`config.mk`:
```
export PLATFORM = sky130hd
export DESIGN_NAME = zero_pred_seq_flat
export DESIGN_NICKNAME = d
export VERILOG_FILES = /design/src/rtl/zero_pred_seq_pkg.sv /design/src/rtl/zero_pred_seq_if.sv /design/src/rtl/zero_pred_seq_tap_bank.sv /design/src/rtl/zero_pred_seq.sv /design/src/flat_wrapper.sv
export SDC_FILE = /design/constraint.sdc
export NUM_CORES = 1
export LEC_CHECK = 0
export ABC_AREA = 0
export BUFFER_PORTS_ARGS = -buffer_cell sky130_fd_sc_hd__buf_4
export CAP_MARGIN = 20
export CORE_MARGIN = 4
export CORE_UTILIZATION = 30
export CTS_BUF_LIST = sky130_fd_sc_hd__clkbuf_8 sky130_fd_sc_hd__clkbuf_16
export CTS_CLUSTER_DIAMETER = 50
export DETAILED_ROUTE_END_ITERATION = 6
export SLEW_MARGIN = 20
export SYNTH_ARGS = -nofsm -noshare
export SYNTH_HDL_FRONTEND = slang
export SYNTH_SLANG_ARGS = --single-unit
```
`constraint.sdc`:
```
create_clock -name clk -period 9.05 [get_ports clk]
set_clock_uncertainty 0.1 [all_clocks]
set_input_delay 0.4525 -clock clk [delete_from_list [all_inputs] [get_ports clk]]
set_output_delay 0.4525 -clock clk [all_outputs]
set_load 0.005 [all_outputs]
```
`src/rtl/zero_pred_seq_pkg.sv`:
```
// zero_pred_seq_pkg
//   Shared constants and types for the G.726 zero-predictor sequencer:
//   tap count and widths, the delay-line reset value, FSM state encoding
//   and ADPCM rate codes.
package zero_pred_seq_pkg;

    localparam int NTAPS = 6;           // zero-predictor taps, indexed 1..NTAPS
    localparam int DQF_W = 11;          // floating-point DQn width
    localparam int B_W   = 16;          // Bn / WBn width
    localparam int TAP_W = 3;           // tap index width (0 = no tap)

    localparam logic [TAP_W-1:0] TAP_LAST = TAP_W'(NTAPS);

    // Delay-line reset value: FLOATA representation of +0 with exponent 0, mantissa 32.
    localparam logic [DQF_W-1:0] DQ_RST = 11'h020;

    localparam logic TAP_MODE_PRED = 1'b0;
    localparam logic TAP_MODE_UPD  = 1'b1;

    typedef enum logic [2:0] {
        ST_IDLE  = 3'd0,
        ST_UPD   = 3'd1,
        ST_SHIFT = 3'd2,
        ST_PRED  = 3'd3,
        ST_DONE  = 3'd4
    } state_t;

    typedef enum logic [1:0] {
        RATE_40K = 2'd0,
        RATE_32K = 2'd1,
        RATE_24K = 2'd2,
        RATE_16K = 2'd3
    } rate_t;

endpackage

```
`src/rtl/zero_pred_seq_if.sv`:
```
// zero_pred_seq_if
//   Bundles the sample request/response signals and the shared tap-unit
//   port of the zero-predictor sequencer.
//   slave  : the sequencer (consumes start/sample, drives busy/done/sez and tap_*)
//   master : the surrounding codec datapath (drives sample and tap-unit results)
interface zero_pred_seq_if;
    import zero_pred_seq_pkg::*;

    // sample request / response
    logic               start;
    logic [1:0]         rate;
    logic [15:0]        dq;
    logic [DQF_W-1:0]   dq_f;
    logic               tr;
    logic               busy;
    logic               done;
    logic [14:0]        sez;

    // shared tap unit
    logic               tap_mode;
    logic [TAP_W-1:0]   tap_sel;
    logic [DQF_W-1:0]   tap_dqn;
    logic [B_W-1:0]     tap_bn;
    logic [15:0]        tap_dq;
    logic               tap_tr;
    logic [1:0]         tap_rate;
    logic [B_W-1:0]     tap_bnew;
    logic [B_W-1:0]     tap_wb;

    modport slave (
        input  start, rate, dq, dq_f, tr, tap_bnew, tap_wb,
        output busy, done, sez,
        output tap_mode, tap_sel, tap_dqn, tap_bn, tap_dq, tap_tr, tap_rate
    );

    modport master (
        output start, rate, dq, dq_f, tr, tap_bnew, tap_wb,
        input  busy, done, sez,
        input  tap_mode, tap_sel, tap_dqn, tap_bn, tap_dq, tap_tr, tap_rate
    );

endinterface

```
`src/rtl/zero_pred_seq_tap_bank.sv`:
```
// zp_tap_bank
//   DQ1..DQn float delay line and B1..Bn coefficient bank.
//   clk, reset   : clock, asynchronous active-high clear (B=0, DQ=DQ_RST)
//   rd_sel       : tap index 1..NTAPS for the read port (0 reads zero)
//   rd_dqn/rd_bn : combinational read of the selected tap
//   b_we/b_wsel/b_wdata : coefficient write port
//   shift_en/shift_din  : shift DQ1..DQn-1 into DQ2..DQn, load DQ1
module zp_tap_bank
    import zero_pred_seq_pkg::*;
(
    input  logic               clk,
    input  logic               reset,
    input  logic [TAP_W-1:0]   rd_sel,
    output logic [DQF_W-1:0]   rd_dqn,
    output logic [B_W-1:0]     rd_bn,
    input  logic               b_we,
    input  logic [TAP_W-1:0]   b_wsel,
    input  logic [B_W-1:0]     b_wdata,
    input  logic               shift_en,
    input  logic [DQF_W-1:0]   shift_din
);

    // element 0 holds tap 1
    logic [DQF_W-1:0] dq_all [NTAPS];
    logic [B_W-1:0]   b_all  [NTAPS];

    generate
        for (genvar gi = 0; gi < NTAPS; gi++) begin : g_tap
            logic [DQF_W-1:0] dq_reg;
            logic [DQF_W-1:0] dq_next;
            logic [B_W-1:0]   b_reg;

            if (gi == 0) begin : g_head
                assign dq_next = shift_din;
            end else begin : g_body
                assign dq_next = dq_all[gi-1];
            end

            always_ff @(posedge clk or posedge reset) begin
                if (reset) begin
                    dq_reg <= DQ_RST;
                    b_reg  <= '0;
                end else begin
                    if (shift_en)
                        dq_reg <= dq_next;
                    if (b_we && (b_wsel == TAP_W'(gi + 1)))
                        b_reg <= b_wdata;
                end
            end

            assign dq_all[gi] = dq_reg;
            assign b_all[gi]  = b_reg;
        end
    endgenerate

    always_comb begin
        rd_dqn = '0;
        rd_bn  = '0;
        for (int i = 0; i < NTAPS; i++) begin
            if (rd_sel == TAP_W'(i + 1)) begin
                rd_dqn = dq_all[i];
                rd_bn  = b_all[i];
            end
        end
    end

endmodule

```
`src/rtl/zero_pred_seq.sv`:
```
// zero_pred_seq
//   Time-multiplexes one shared zero-predictor tap unit over the six taps.
//   Per sample: UPD (6 cycles, Bn <= tap_bnew using pre-shift DQn),
//   SHIFT (1 cycle, new DQ enters DQ1), PRED (6 cycles, accumulate WBn
//   with post-shift DQn and updated Bn), DONE (1 cycle, done pulse).
//   clk   : clock
//   reset : asynchronous active-high; clears all state, no done issued
//   bus   : sample request (start/rate/dq/dq_f/tr), busy/done/sez,
//           and the shared tap-unit port (tap_*)
module zero_pred_seq
    import zero_pred_seq_pkg::*;
(
    input  logic            clk,
    input  logic            reset,
    zero_pred_seq_if.slave  bus
);

    state_t             state_reg, state_next;
    logic [TAP_W-1:0]   tap_reg, tap_next;

    logic [1:0]         rate_reg;
    logic [15:0]        dq_reg;
    logic [DQF_W-1:0]   dqf_reg;
    logic               tr_reg;
    logic [15:0]        acc_reg;
    logic [14:0]        sez_reg;

    logic               b_we;
    logic               shift_en;
    logic               accept;
    logic               pred_last;
    logic [15:0]        acc_sum;

    // SEZI wraps modulo 2^16; no saturation.
    assign acc_sum   = acc_reg + bus.tap_wb;
    assign accept    = (state_reg == ST_IDLE) && bus.start;
    assign pred_last = (state_reg == ST_PRED) && (tap_reg == TAP_LAST);

    always_comb begin
        state_next   = state_reg;
        tap_next     = tap_reg;
        bus.busy     = 1'b0;
        bus.done     = 1'b0;
        bus.tap_mode = TAP_MODE_PRED;
        bus.tap_tr   = 1'b0;
        b_we         = 1'b0;
        shift_en     = 1'b0;

        case (state_reg)
            ST_IDLE: begin
                if (bus.start) begin
                    state_next = ST_UPD;
                    tap_next   = TAP_W'(1);
                end
            end
            ST_UPD: begin
                bus.busy     = 1'b1;
                bus.tap_mode = TAP_MODE_UPD;
                bus.tap_tr   = tr_reg;
                b_we         = 1'b1;
                if (tap_reg == TAP_LAST) begin
                    state_next = ST_SHIFT;
                    tap_next   = '0;
                end else begin
                    tap_next = tap_reg + TAP_W'(1);
                end
            end
            ST_SHIFT: begin
                bus.busy   = 1'b1;
                shift_en   = 1'b1;
                state_next = ST_PRED;
                tap_next   = TAP_W'(1);
            end
            ST_PRED: begin
                bus.busy = 1'b1;
                if (tap_reg == TAP_LAST) begin
                    state_next = ST_DONE;
                    tap_next   = '0;
                end else begin
                    tap_next = tap_reg + TAP_W'(1);
                end
            end
            ST_DONE: begin
                bus.done   = 1'b1;
                state_next = ST_IDLE;
            end
            default: begin
                state_next = ST_IDLE;
                tap_next   = '0;
            end
        endcase
    end

    always_ff @(posedge clk or posedge reset) begin
        if (reset) begin
            state_reg <= ST_IDLE;
            tap_reg   <= '0;
        end else begin
            state_reg <= state_next;
            tap_reg   <= tap_next;
        end
    end

    // Sample latches load only when a start is accepted; later starts and
    // input changes leave the in-flight sample untouched.
    always_ff @(posedge clk or posedge reset) begin
        if (reset) begin
            rate_reg <= '0;
            dq_reg   <= '0;
            dqf_reg  <= '0;
            tr_reg   <= 1'b0;
        end else if (accept) begin
            rate_reg <= bus.rate;
            dq_reg   <= bus.dq;
            dqf_reg  <= bus.dq_f;
            tr_reg   <= bus.tr;
        end
    end

    // sez is loaded with the final sum as PRED ends so it is already valid
    // while done is high, and it holds until the next sample completes.
    always_ff @(posedge clk or posedge reset) begin
        if (reset) begin
            acc_reg <= '0;
            sez_reg <= '0;
        end else begin
            if (state_reg == ST_SHIFT)
                acc_reg <= '0;
            else if (state_reg == ST_PRED)
                acc_reg <= acc_sum;
            if (pred_last)
                sez_reg <= acc_sum[15:1];
        end
    end

    zp_tap_bank u_bank (
        .clk       (clk),
        .reset     (reset),
        .rd_sel    (tap_reg),
        .rd_dqn    (bus.tap_dqn),
        .rd_bn     (bus.tap_bn),
        .b_we      (b_we),
        .b_wsel    (tap_reg),
        .b_wdata   (bus.tap_bnew),
        .shift_en  (shift_en),
        .shift_din (dqf_reg)
    );

    assign bus.sez      = sez_reg;
    assign bus.tap_sel  = tap_reg;
    assign bus.tap_dq   = dq_reg;
    assign bus.tap_rate = rate_reg;

endmodule

```
`src/flat_wrapper.sv`:
```
// flat-port wrapper written by rule: the top's interface ports become plain ports
module zero_pred_seq_flat import zero_pred_seq_pkg::*;
  (clk, reset, bus_start, bus_rate, bus_dq, bus_dq_f, bus_tr, bus_tap_bnew, bus_tap_wb, bus_busy, bus_done, bus_sez, bus_tap_mode, bus_tap_sel, bus_tap_dqn, bus_tap_bn, bus_tap_dq, bus_tap_tr, bus_tap_rate);
  zero_pred_seq_if bus_i ();
  input  logic clk;
  input  logic reset;
  input wire logic [$bits(bus_i.start)-1:0] bus_start;
  input wire logic [$bits(bus_i.rate)-1:0] bus_rate;
  input wire logic [$bits(bus_i.dq)-1:0] bus_dq;
  input wire logic [$bits(bus_i.dq_f)-1:0] bus_dq_f;
  input wire logic [$bits(bus_i.tr)-1:0] bus_tr;
  input wire logic [$bits(bus_i.tap_bnew)-1:0] bus_tap_bnew;
  input wire logic [$bits(bus_i.tap_wb)-1:0] bus_tap_wb;
  output wire logic [$bits(bus_i.busy)-1:0] bus_busy;
  output wire logic [$bits(bus_i.done)-1:0] bus_done;
  output wire logic [$bits(bus_i.sez)-1:0] bus_sez;
  output wire logic [$bits(bus_i.tap_mode)-1:0] bus_tap_mode;
  output wire logic [$bits(bus_i.tap_sel)-1:0] bus_tap_sel;
  output wire logic [$bits(bus_i.tap_dqn)-1:0] bus_tap_dqn;
  output wire logic [$bits(bus_i.tap_bn)-1:0] bus_tap_bn;
  output wire logic [$bits(bus_i.tap_dq)-1:0] bus_tap_dq;
  output wire logic [$bits(bus_i.tap_tr)-1:0] bus_tap_tr;
  output wire logic [$bits(bus_i.tap_rate)-1:0] bus_tap_rate;
  assign bus_i.start = bus_start;
  assign bus_i.rate = bus_rate;
  assign bus_i.dq = bus_dq;
  assign bus_i.dq_f = bus_dq_f;
  assign bus_i.tr = bus_tr;
  assign bus_i.tap_bnew = bus_tap_bnew;
  assign bus_i.tap_wb = bus_tap_wb;
  assign bus_busy = bus_i.busy;
  assign bus_done = bus_i.done;
  assign bus_sez = bus_i.sez;
  assign bus_tap_mode = bus_i.tap_mode;
  assign bus_tap_sel = bus_i.tap_sel;
  assign bus_tap_dqn = bus_i.tap_dqn;
  assign bus_tap_bn = bus_i.tap_bn;
  assign bus_tap_dq = bus_i.tap_dq;
  assign bus_tap_tr = bus_i.tap_tr;
  assign bus_tap_rate = bus_i.tap_rate;
  zero_pred_seq u_core (.clk(clk), .reset(reset), .bus(bus_i));
endmodule
```
==> metrics.log, run 1 <==
INFO  metric grt_pass1_wl = ~44,000 microns
INFO  metric grtUsageTotal = between 10% and 20%
INFO  metric ys_warn_count = 0
INFO  metric static_leakage = a little over 6 nW
INFO  metric tritoncts_num_sinks = about 230
INFO  metric dr_wl_met2 = about 13,000 microns
INFO  metric clkSlewWorstSetupHoldPaths = around 0.06 ns
INFO  metric numCtsBuffers = 31
INFO  metric clock_latency = about 0.57 ns
INFO  metric die_h = approximately 200 microns
INFO  metric die-area = 40,000 sq um
INFO  metric synth.area.top_cells = sky130_fd_sc_hd__dfrtp_1 50%, sky130_fd_sc_hd__mux2_1 14%, sky130_fd_sc_hd__mux2_2 5.8%
INFO  metric number_of_buffers_inserted_to_repair_setup_after_cts = 0
INFO  metric postSynth.topFlopCell = sky130_fd_sc_hd__dfrtp_1
INFO  metric layout-drive-gt1-share = about a quarter
INFO  metric ctsHtreeMaxLevel = 1
INFO  metric timing.final.crit_period = 4.17 ns
INFO  metric synth_area_leader_cell = sky130_fd_sc_hd__dfrtp_1
INFO  metric drt-total-wl = around 27,000 microns
INFO  metric grt_setup_unrepaired = no
INFO  metric initial_core_util = between 30% and 40%
INFO  metric final_antenna_net_count = 0
INFO  metric worstPathMaxFanout = 29
INFO  metric synth.cell_area = between 10,000 and 15,000 sq um
INFO  metric crit_path_start_kind = register
INFO  metric final_max_slew_viol_count = 0
INFO  metric synthesis.nets = roughly 1.1k
INFO  metric postSynth.asyncResetShare = 100%
INFO  metric diodes = 0
INFO  metric report.final.setup_viol = 0
INFO  metric synth-edff-count = 0
INFO  metric run_status = complete, no violations
INFO  metric wl_per_cell = between 15 and 20 microns
INFO  metric tritoncts_clock_tree = yes
INFO  metric first_global_vias = around 8.3k
INFO  metric max_slew.worst_pin.slew = around 1.1 ns
INFO  metric first_iter_violations = approximately 380
INFO  metric dp.final_hpwl = roughly 18,000 microns
INFO  metric post-layout-total-power = roughly 5.2 mW
INFO  metric synth_cells = about 970
INFO  metric synth.yosys.seq_area_share = 51.9%
INFO  metric syn_avg_cell_area = between 10 and 15 sq um
INFO  metric pin_count_of_the_biggest_net_entering_global_routing = 82
INFO  metric finalCoreUtilization = between 30 and 40%
INFO  metric numPlacedInstances = around 1.5k
INFO  metric floorplan.die.width = around 200 microns
INFO  metric first_pass_iters = 7
INFO  metric wl_met1 = approximately 12,000 microns
INFO  metric io_buffers = roughly 130
INFO  metric most-common-layout-cells = 222 x sky130_fd_sc_hd__dfrtp_1, 142 x sky130_fd_sc_hd__buf_4, 136 x sky130_fd_sc_hd__mux2_1, 68 x sky130_fd_sc_hd__nand2_1, 66 x sky130_fd_sc_hd__nor2_1
INFO  metric wl_met3 = approximately 1600 microns
INFO  metric final_common_cell = sky130_fd_sc_hd__dfrtp_1
INFO  metric post-synth-top-area-fraction = about half
INFO  metric hold_path_class = input pin to register
INFO  metric totalNegativeSetupSlack = 0 ns
INFO  metric max_clock_freq = roughly 240 MHz
INFO  metric routed_via_density = around 5
INFO  metric stdcell_count = between 1.5k and 2k
INFO  metric maxUsedRoutingLayer = met5
INFO  metric pin_count = between 100 and 150
INFO  metric area_growth = 24.7%
INFO  metric arrival = 3.61 ns
INFO  metric place.gp.congestion = approximately 0.77
INFO  metric largest_reg_flops = 96
INFO  metric hold_violations = 0
INFO  metric rows = 70
INFO  metric layout.nets = between 1k and 1.5k
INFO  metric clock_tree.buffer_depth = 3
INFO  metric detailroute.via_count = approximately 8.0k
INFO  metric detail_route.drc_violations = 0
INFO  metric power.density = ~380 nW/um^2
INFO  metric clock-root-buffer = sky130_fd_sc_hd__clkbuf_16
INFO  metric critical_path_required = roughly 8.5 ns
INFO  metric worstSetupEndpointType = output pin
INFO  metric core_area = roughly 37,000 sq um
INFO  metric synth.distinct_cells = between 50 and 60
INFO  metric final_min_period_over_clock_period = approximately 46%
INFO  metric overall_overflow_remaining_after_global_route = 0
INFO  metric grt_antenna_before_repair = 1
INFO  metric post_synthesis_sequential_element_count = between 200 and 250
INFO  metric criticalPathCategory = register to output pin
INFO  metric timing.slew.headroom = about a quarter
INFO  metric power.ir.vdd_worst = between 150 and 200 uV
INFO  metric drv.max_cap_violation_count = 0
[synthesized netlist by cell type (all sizes together), types with 5 or more instances]
cell	n
or2	6
mux2	193
a22o	34
ha	16
dfstp	6
nand2	73
inv	10
xnor2	8
clkbuf	23
xor2	5
buf	41
a21o	5
o21a	5
nand2b	7
and2	5
a21oi	65
dfrtp	223
o21ai	74
nor3	31
o211ai	7
a22oi	27
nor2	70
[what timing repair did]
action | 4_1_cts | 5_1_grt
hold endpoints to repair | 101 | 0
gates resized for setup | 0 | 0
hold buffers | 31 | 0
[worst max-delay path: stages (launching register included)]
cell	delay, ns
sky130_fd_sc_hd__dfrtp_1	0.51
sky130_fd_sc_hd__nand2_2	0.54
sky130_fd_sc_hd__inv_1	0.13
sky130_fd_sc_hd__ha_1	0.21
sky130_fd_sc_hd__buf_4	0.25
sky130_fd_sc_hd__nor2_2	0.39
sky130_fd_sc_hd__buf_4	0.34
sky130_fd_sc_hd__a221o_1	0.19
sky130_fd_sc_hd__o21ai_1	0.08
sky130_fd_sc_hd__a21o_1	0.15
sky130_fd_sc_hd__o211ai_1	0.09
sky130_fd_sc_hd__buf_4	0.15
[where the power goes]
group / switching (mW) / internal, mW
Combinational: 1.15 / 1.05
Sequential: 0.279 / 1.50
Clock: 0.493 / 0.736
Total: 1.92 / 3.28
[metal layers]
metal | vias up | track usage [%]
met1 | 3996 | 18.2
met3 | 55 | 3.56
met2 | 179 | 22.2
met4 | 2 | 3.72
li1 | 3794 | -
met5 | - | 0
[final timing paths]
check / from / to / slack, ns / depth (start not counted)
hold / removal: bus_tap_bnew[13] / u_core.u_bank.g_tap[4].b_reg[13] / 0.06 / 2
min in group asynchronous: reset / u_core.bus.tap_dq[4] / 0.39 / 3
setup / recovery: u_core.bus.tap_sel[0] / bus_tap_bn[15] / 4.88 / 11
max in group asynchronous: reset / u_core.u_bank.g_tap[3].b_reg[0] / 7.30 / 5
setup reg to reg: u_core.bus.tap_sel[1] / u_core.u_bank.g_tap[5].b_reg[1] / 5.54 / 5
hold reg to reg: u_core.bus.sez[2] / u_core.bus.sez[2] / 0.38 / 2
[area by class of cell]
class,count,area (sq um)
Clock buffer,33,803
Clock inverter,24,250
Fill cell,3518,22700
Inverter,10,45.0
Multi-Input combinational cell,665,4960
Sequential cell,229,5740
Tap cell,468,586
Timing Repair Buffer,175,1410
[kinds of logic after synthesis]
group / Yosys count / share of synthesized area [%]
AO/OA/AOI/OAI: 234 / 13.4
flip-flops: 229 / 51.9
AND/OR/NAND/NOR: 206 / 8.39
multiplexers: 195 / 19.8
buffers and inverters: 74 / 3.43
adder cells (fa/ha/maj): 17 / 1.99
XOR/XNOR: 13 / 1.03
[stage by stage]
step                      instance area, sq um  hold slack (ns)  setup WS [ns]
final                                    13800           0.0556           4.88
after global routing                     13800           0.0348           4.58
after CTS                                13800           0.0253           4.47
after detailed placement                 12400            0.373           5.11
after global placement                   12400            0.361           5.30
after floorplan                          11100            0.349           2.23
Power figures use the tool's default switching activity.
==> inputs of run 2 (changes only) <==
ABC_AREA = 1   (was 0)
clock period = 4.18 ns   (was 9.05 ns; I/O delays follow)
==> run 2 against run 1 <==
Combinational power rose by 110%. Power rose by 120%. Sequential share of layout area fell by 0.088 points. First-iteration DRC count rose by 63%. Global-route usage rose by 1.2 points. Core utilization rose by 1.2 points. Highest routed layer is now met4. Via count rose by 12%. Critical endpoint is now bus_tap_dqn[0]. Critical path depth did not move. Non-clock buffer count rose by 17. Sequential power rose by 120%. Hold slack got worse by 0.018 ns. Sequential cell count did not move.
==> metrics.log, run 2 <==
INFO  metric crit_top_cell = sky130_fd_sc_hd__nand2_1 (was sky130_fd_sc_hd__buf_4)
INFO  metric final_common_cell = sky130_fd_sc_hd__nand2_1 (was sky130_fd_sc_hd__dfrtp_1)
INFO  metric crit_path_start = u_core.bus.tap_sel[0] (unchanged)
INFO  metric tritoncts_num_sinks = 229 (unchanged)
INFO  metric place.gp.congestion = 0.802 (was 0.767)
INFO  metric combinational_group_share_of_total_power = 40.4% (was 42.2%)
INFO  metric power.switching = 4.35 mW (was 1.92 mW)
INFO  metric critical-path-slowest-cell = sky130_fd_sc_hd__ha_1 (was sky130_fd_sc_hd__nand2_2)
INFO  metric hold_violations = 0 (unchanged)
INFO  metric reg2reg_depth = 5 (unchanged)
INFO  metric area_growth = 28.5% (was 24.7%)
INFO  metric report.final.setup_viol = 0 (unchanged)
INFO  metric worstPathCellList = nand2_1 -> inv_1 -> ha_1 -> clkinv_1 -> buf_4 -> o211ai_1 -> nand2_1 -> nand2_1 -> nand3_1 -> nand2_1 -> buf_4 (was nand2_2 -> inv_1 -> ha_1 -> buf_4 -> nor2_2 -> buf_4 -> a221o_1 -> o21ai_1 -> a21o_1 -> o211ai_1 -> buf_4)
INFO  metric power_frac_seq = 34.8% (was 34.2%)
INFO  metric clock-root-buffer = sky130_fd_sc_hd__clkbuf_16 (unchanged)
INFO  metric placedInstanceArea = 12,200 sq um (was 12,400 sq um)
INFO  metric grt_antenna_before_repair = 0 (was 1)
INFO  metric internal-power = 7.04 mW (was 3.28 mW)
INFO  metric postLayoutCellArea = 13,800 sq um (about the same)
INFO  metric worst_r2r_startpoint = u_core.bus.tap_sel[0] (was u_core.bus.tap_sel[1])
INFO  metric hold_path_class = input pin to register (unchanged)
INFO  metric routed_via_density = 4.61 (was 5.00)
INFO  metric area.sequential = 5740 sq um (about the same)
INFO  metric grt_pass1_wl = 47,500 microns (was 44,500 microns)
INFO  metric max_slew.worst_pin.slew = 1.07 ns (was 1.11 ns)
INFO  metric syn_avg_cell_area = 8.23 sq um (was 11.4 sq um)
INFO  metric tritoncts_clock_tree = yes (unchanged)
INFO  metric synth-edff-count = 0 (unchanged)
INFO  metric post-synth-top-area-fraction = 51.9% (was 50.5%)
INFO  metric synth.area.top_cells = sky130_fd_sc_hd__dfrtp_1 52%, sky130_fd_sc_hd__nand2_1 15%, sky130_fd_sc_hd__o21ai_0 5.9% (was sky130_fd_sc_hd__dfrtp_1 50%, sky130_fd_sc_hd__mux2_1 14%, sky130_fd_sc_hd__mux2_2 5.8%)
INFO  metric synth.cell_area = 10,800 sq um (was 11,100 sq um)
INFO  metric detail_route.drc_violations = 0 (unchanged)
INFO  metric max_clock_freq = about 300 MHz
INFO  metric synth_cells = 1,306 (was 968)
INFO  metric criticalPathCategory = register to output pin (unchanged)
INFO  metric static_leakage = 7.00 nW (was 6.19 nW)
INFO  metric synth.yosys.seq_area_share = 53.4% (was 51.9%)
INFO  metric postSynth.asyncResetShare = 100% (unchanged)
INFO  metric synth.distinct_cells = 30 (was 57)
INFO  metric worstSetupEndpointType = output pin (unchanged)
INFO  metric synthesis.nets = 1,388 (was 1,050)
INFO  metric drt-total-wl = 28,200 microns (was 27,300 microns)
INFO  metric first_global_vias = 9,029 (was 8,261)
INFO  metric ys_warn_count = 0 (unchanged)
INFO  metric postSynth.topFlopCell = sky130_fd_sc_hd__dfrtp_1 (unchanged)
INFO  metric number_of_buffers_inserted_to_repair_setup_after_cts = 0 (unchanged)
INFO  metric power.density = 824 nW/um^2 (was 377 nW/um^2)
INFO  metric timing.critical_path.slowest_cell_delay = 0.58 ns (was 0.54 ns)
INFO  metric worstPathMaxFanout = 41 (was 29)
INFO  metric rows = 69 (was 70)
INFO  metric yosys.cell_count.top_type = sky130_fd_sc_hd__nand2_1 (was sky130_fd_sc_hd__dfrtp_1)
INFO  metric final_max_slew_viol_count = 0 (unchanged)
INFO  metric dp.final_hpwl = 18,000 microns (was 17,900 microns)
INFO  metric post_synthesis_sequential_element_count = 229 (unchanged)
INFO  metric grtUsageTotal = 14.8% (was 13.6%)
INFO  metric reg2reg_setup_slack = 1.39 ns (was 5.54 ns)
INFO  metric timing.slew.headroom = 28.6% (was 26.1%)
INFO  metric power.ir.vdd_worst = 394 uV (was 193 uV)
INFO  metric pin_count = 132 (unchanged)
INFO  metric die-area = 38,900 sq um (was 40,000 sq um)
INFO  metric clkSlewWorstSetupHoldPaths = 0.06 ns (about the same)
INFO  metric fillCellCount = 3,545 (was 3,518)
INFO  metric synth_area_leader_cell = sky130_fd_sc_hd__dfrtp_1 (unchanged)
INFO  metric worst_setup_path_endpoint = bus_tap_dqn[0] (was bus_tap_bn[15])
INFO  metric totalNegativeSetupSlack = 0 ns (unchanged)
INFO  metric netSwitchingFraction = 38.2% (was 36.9%)
INFO  metric core_area = 35,500 sq um (was 36,500 sq um)
INFO  metric critical_path_required = 3.87 ns (was 8.50 ns)
INFO  metric multi_input_comb_area = 4370 sq um (was 4960 sq um)
INFO  metric stdcell_count = 1,956 (was 1,604)
INFO  metric die_h = 197 microns (was 200 microns)
INFO  metric grt_setup_unrepaired = no (unchanged)
INFO  metric first_iter_violations = 619 (was 379)
INFO  metric numCtsBuffers = 36 (was 31)
INFO  metric ctsHtreeMaxLevel = 2 (was 1)
INFO  metric first_pass_iters = 6 (was 7)
INFO  metric reg2reg_to = u_core.u_bank.g_tap[1].b_reg[6] (was u_core.u_bank.g_tap[5].b_reg[1])
INFO  metric overall_overflow_remaining_after_global_route = 0 (unchanged)
INFO  metric final_antenna_net_count = 0 (unchanged)
INFO  metric drv.max_cap_violation_count = 0 (unchanged)
INFO  metric initial_core_util = 30.3% (about the same)
INFO  metric layout.nets = 1,554 (was 1,194)
INFO  metric most-common-layout-cells = 436 x sky130_fd_sc_hd__nand2_1, 223 x sky130_fd_sc_hd__dfrtp_1, 141 x sky130_fd_sc_hd__buf_4, 127 x sky130_fd_sc_hd__o21ai_0, 111 x sky130_fd_sc_hd__inv_1 (was 222 x sky130_fd_sc_hd__dfrtp_1, 142 x sky130_fd_sc_hd__buf_4, 136 x sky130_fd_sc_hd__mux2_1, 68 x sky130_fd_sc_hd__nand2_1, 66 x sky130_fd_sc_hd__nor2_1)
INFO  metric crit_path_start_kind = register (unchanged)
INFO  metric arrival = 3.00 ns (was 3.61 ns)
INFO  metric diodes = 0 (unchanged)
INFO  metric floorplan.die.width = 197 microns (was 200 microns)
INFO  metric pin_count_of_the_biggest_net_entering_global_routing = 173 (was 82)
INFO  metric wl_per_cell = 14.4 microns (was 17.0 microns)
INFO  metric io_buffers = 131 (unchanged)
INFO  metric clock_tree.buffer_depth = 3 (unchanged)
INFO  metric detailroute.via_count = 9,018 (was 8,026)
INFO  metric share_of_power_burned_in_the_clock_network = 24.7% (was 23.6%)
INFO  metric clock_latency = 0.52 ns (was 0.57 ns)
INFO  metric final_min_period_over_clock_period = approximately four fifths
INFO  metric largest_reg_flops = 96 (unchanged)
INFO  metric numPlacedInstances = 1,846 (was 1,515)
INFO  metric timing.final.crit_period = ~3.3 ns
INFO  metric final.hold.worst_slack = 0.0380 ns (was 0.0556 ns)
INFO  metric layout-drive-gt1-share = 17.5% (was 25.0%)
INFO  metric ys_top_cells_by_count = 440 x sky130_fd_sc_hd__nand2_1, 223 x sky130_fd_sc_hd__dfrtp_1, 127 x sky130_fd_sc_hd__o21ai_0 (was 223 x sky130_fd_sc_hd__dfrtp_1, 136 x sky130_fd_sc_hd__mux2_1, 70 x sky130_fd_sc_hd__nand2_1)
INFO  metric run_status = complete, no violations (unchanged)
-- run 2: cell types whose count changed after synthesis, moves of 29 or more --
| cell | delta |
|---|---|
| sky130_fd_sc_hd__inv_1 | +97 |
| sky130_fd_sc_hd__clkbuf_1 | +29 |
| sky130_fd_sc_hd__nand3_1 | +61 |
| sky130_fd_sc_hd__nand2_1 | +370 |
| sky130_fd_sc_hd__o21ai_0 | +114 |
| sky130_fd_sc_hd__o21ai_1 | -47 |
| sky130_fd_sc_hd__mux2_1 | -136 |
| sky130_fd_sc_hd__a22o_1 | -32 |
-- run 2: cell families after synthesis --
group                      share of synthesized area, %
DFF                                                53.4
muxes                                              3.66
xor gates and xnor gates                          0.326
and+or+nand+nor                                    22.4
AOI/OAI and AO/OA                                  11.9
adders and majority gates                          2.05
buffers and inverters                              6.32
-- run 2: worst min path at each step --
stage	from	to	slack, ns	cells after the start
final	bus_tap_wb[15]	u_core.acc_reg[15]	0.04	6
after detailed placement	bus_dq_f[5]	u_core.dqf_reg[5]	0.35	2
after floorplan	bus_dq[0]	u_core.bus.tap_dq[0]	0.26	1
after CTS	bus_tap_wb[15]	u_core.acc_reg[15]	0.009	5
after global routing	bus_tap_wb[15]	u_core.acc_reg[15]	0.06	5
after global placement	bus_dq[4]	u_core.bus.tap_dq[4]	0.34	2
-- run 2: power by group through the flow --
| stage | clock network, mW | registers (mW) | logic [mW] |
|---|---|---|---|
| after global routing | 3.01 | 4.10 | 5.33 |
| after CTS | 2.91 | 3.96 | 4.67 |
| final | 2.82 | 3.97 | 4.60 |
| after detailed placement | 0 | 3.99 | 4.60 |
| after global placement | 0 | 3.95 | 4.52 |
| after floorplan | 0 | 3.83 | 2.99 |
-- run 2: stage by stage --
step | setup WS, ns | power, mW | util, %
after floorplan | 0.882 | 6.82 | -
after global placement | 1.46 | 8.47 | 34.3
after CTS | 0.857 | 11.5 | 38.9
after global routing | 0.587 | 12.4 | 38.9
final | 0.867 | 11.4 | 38.9
after detailed placement | 1.40 | 8.59 | 34.3
-- run 2: layer usage --
| metal | up-vias | routed length, microns | track usage (%) |
|---|---|---|---|
| met5 | - | 0 | 0 |
| met4 | 0 | 572 | 3.95 |
| met3 | 40 | 1630 | 3.22 |
| met2 | 222 | 12200 | 23.1 |
| met1 | 4209 | 13800 | 20.9 |
| li1 | 4547 | - | - |
-- run 2: area by class of cell --
type                            instances  area share, %
Sequential cell                       229           41.5
Multi-Input combinational cell        900           31.6
Timing Repair Buffer                  192           11.4
Clock buffer                           38           6.72
Tap cell                              461           4.17
Inverter                              113           3.10
Clock inverter                         23           1.47
-- run 2: repair_timing --
item,in CTS,in global routing
resized for setup,0,0
endpoints found under the hold margin,349,0
hold buffers,49,0
-- run 2: worst max-delay path, delay by kind of cell, from the launching register on --
family / cells / cell delay, ns
buffers and inverters: 4 / 0.72
AOI/OAI and AO/OA: 1 / 0.17
and+or+nand+nor: 5 / 0.47
DFF: 1 / 0.55
adders and majority gates: 1 / 0.58
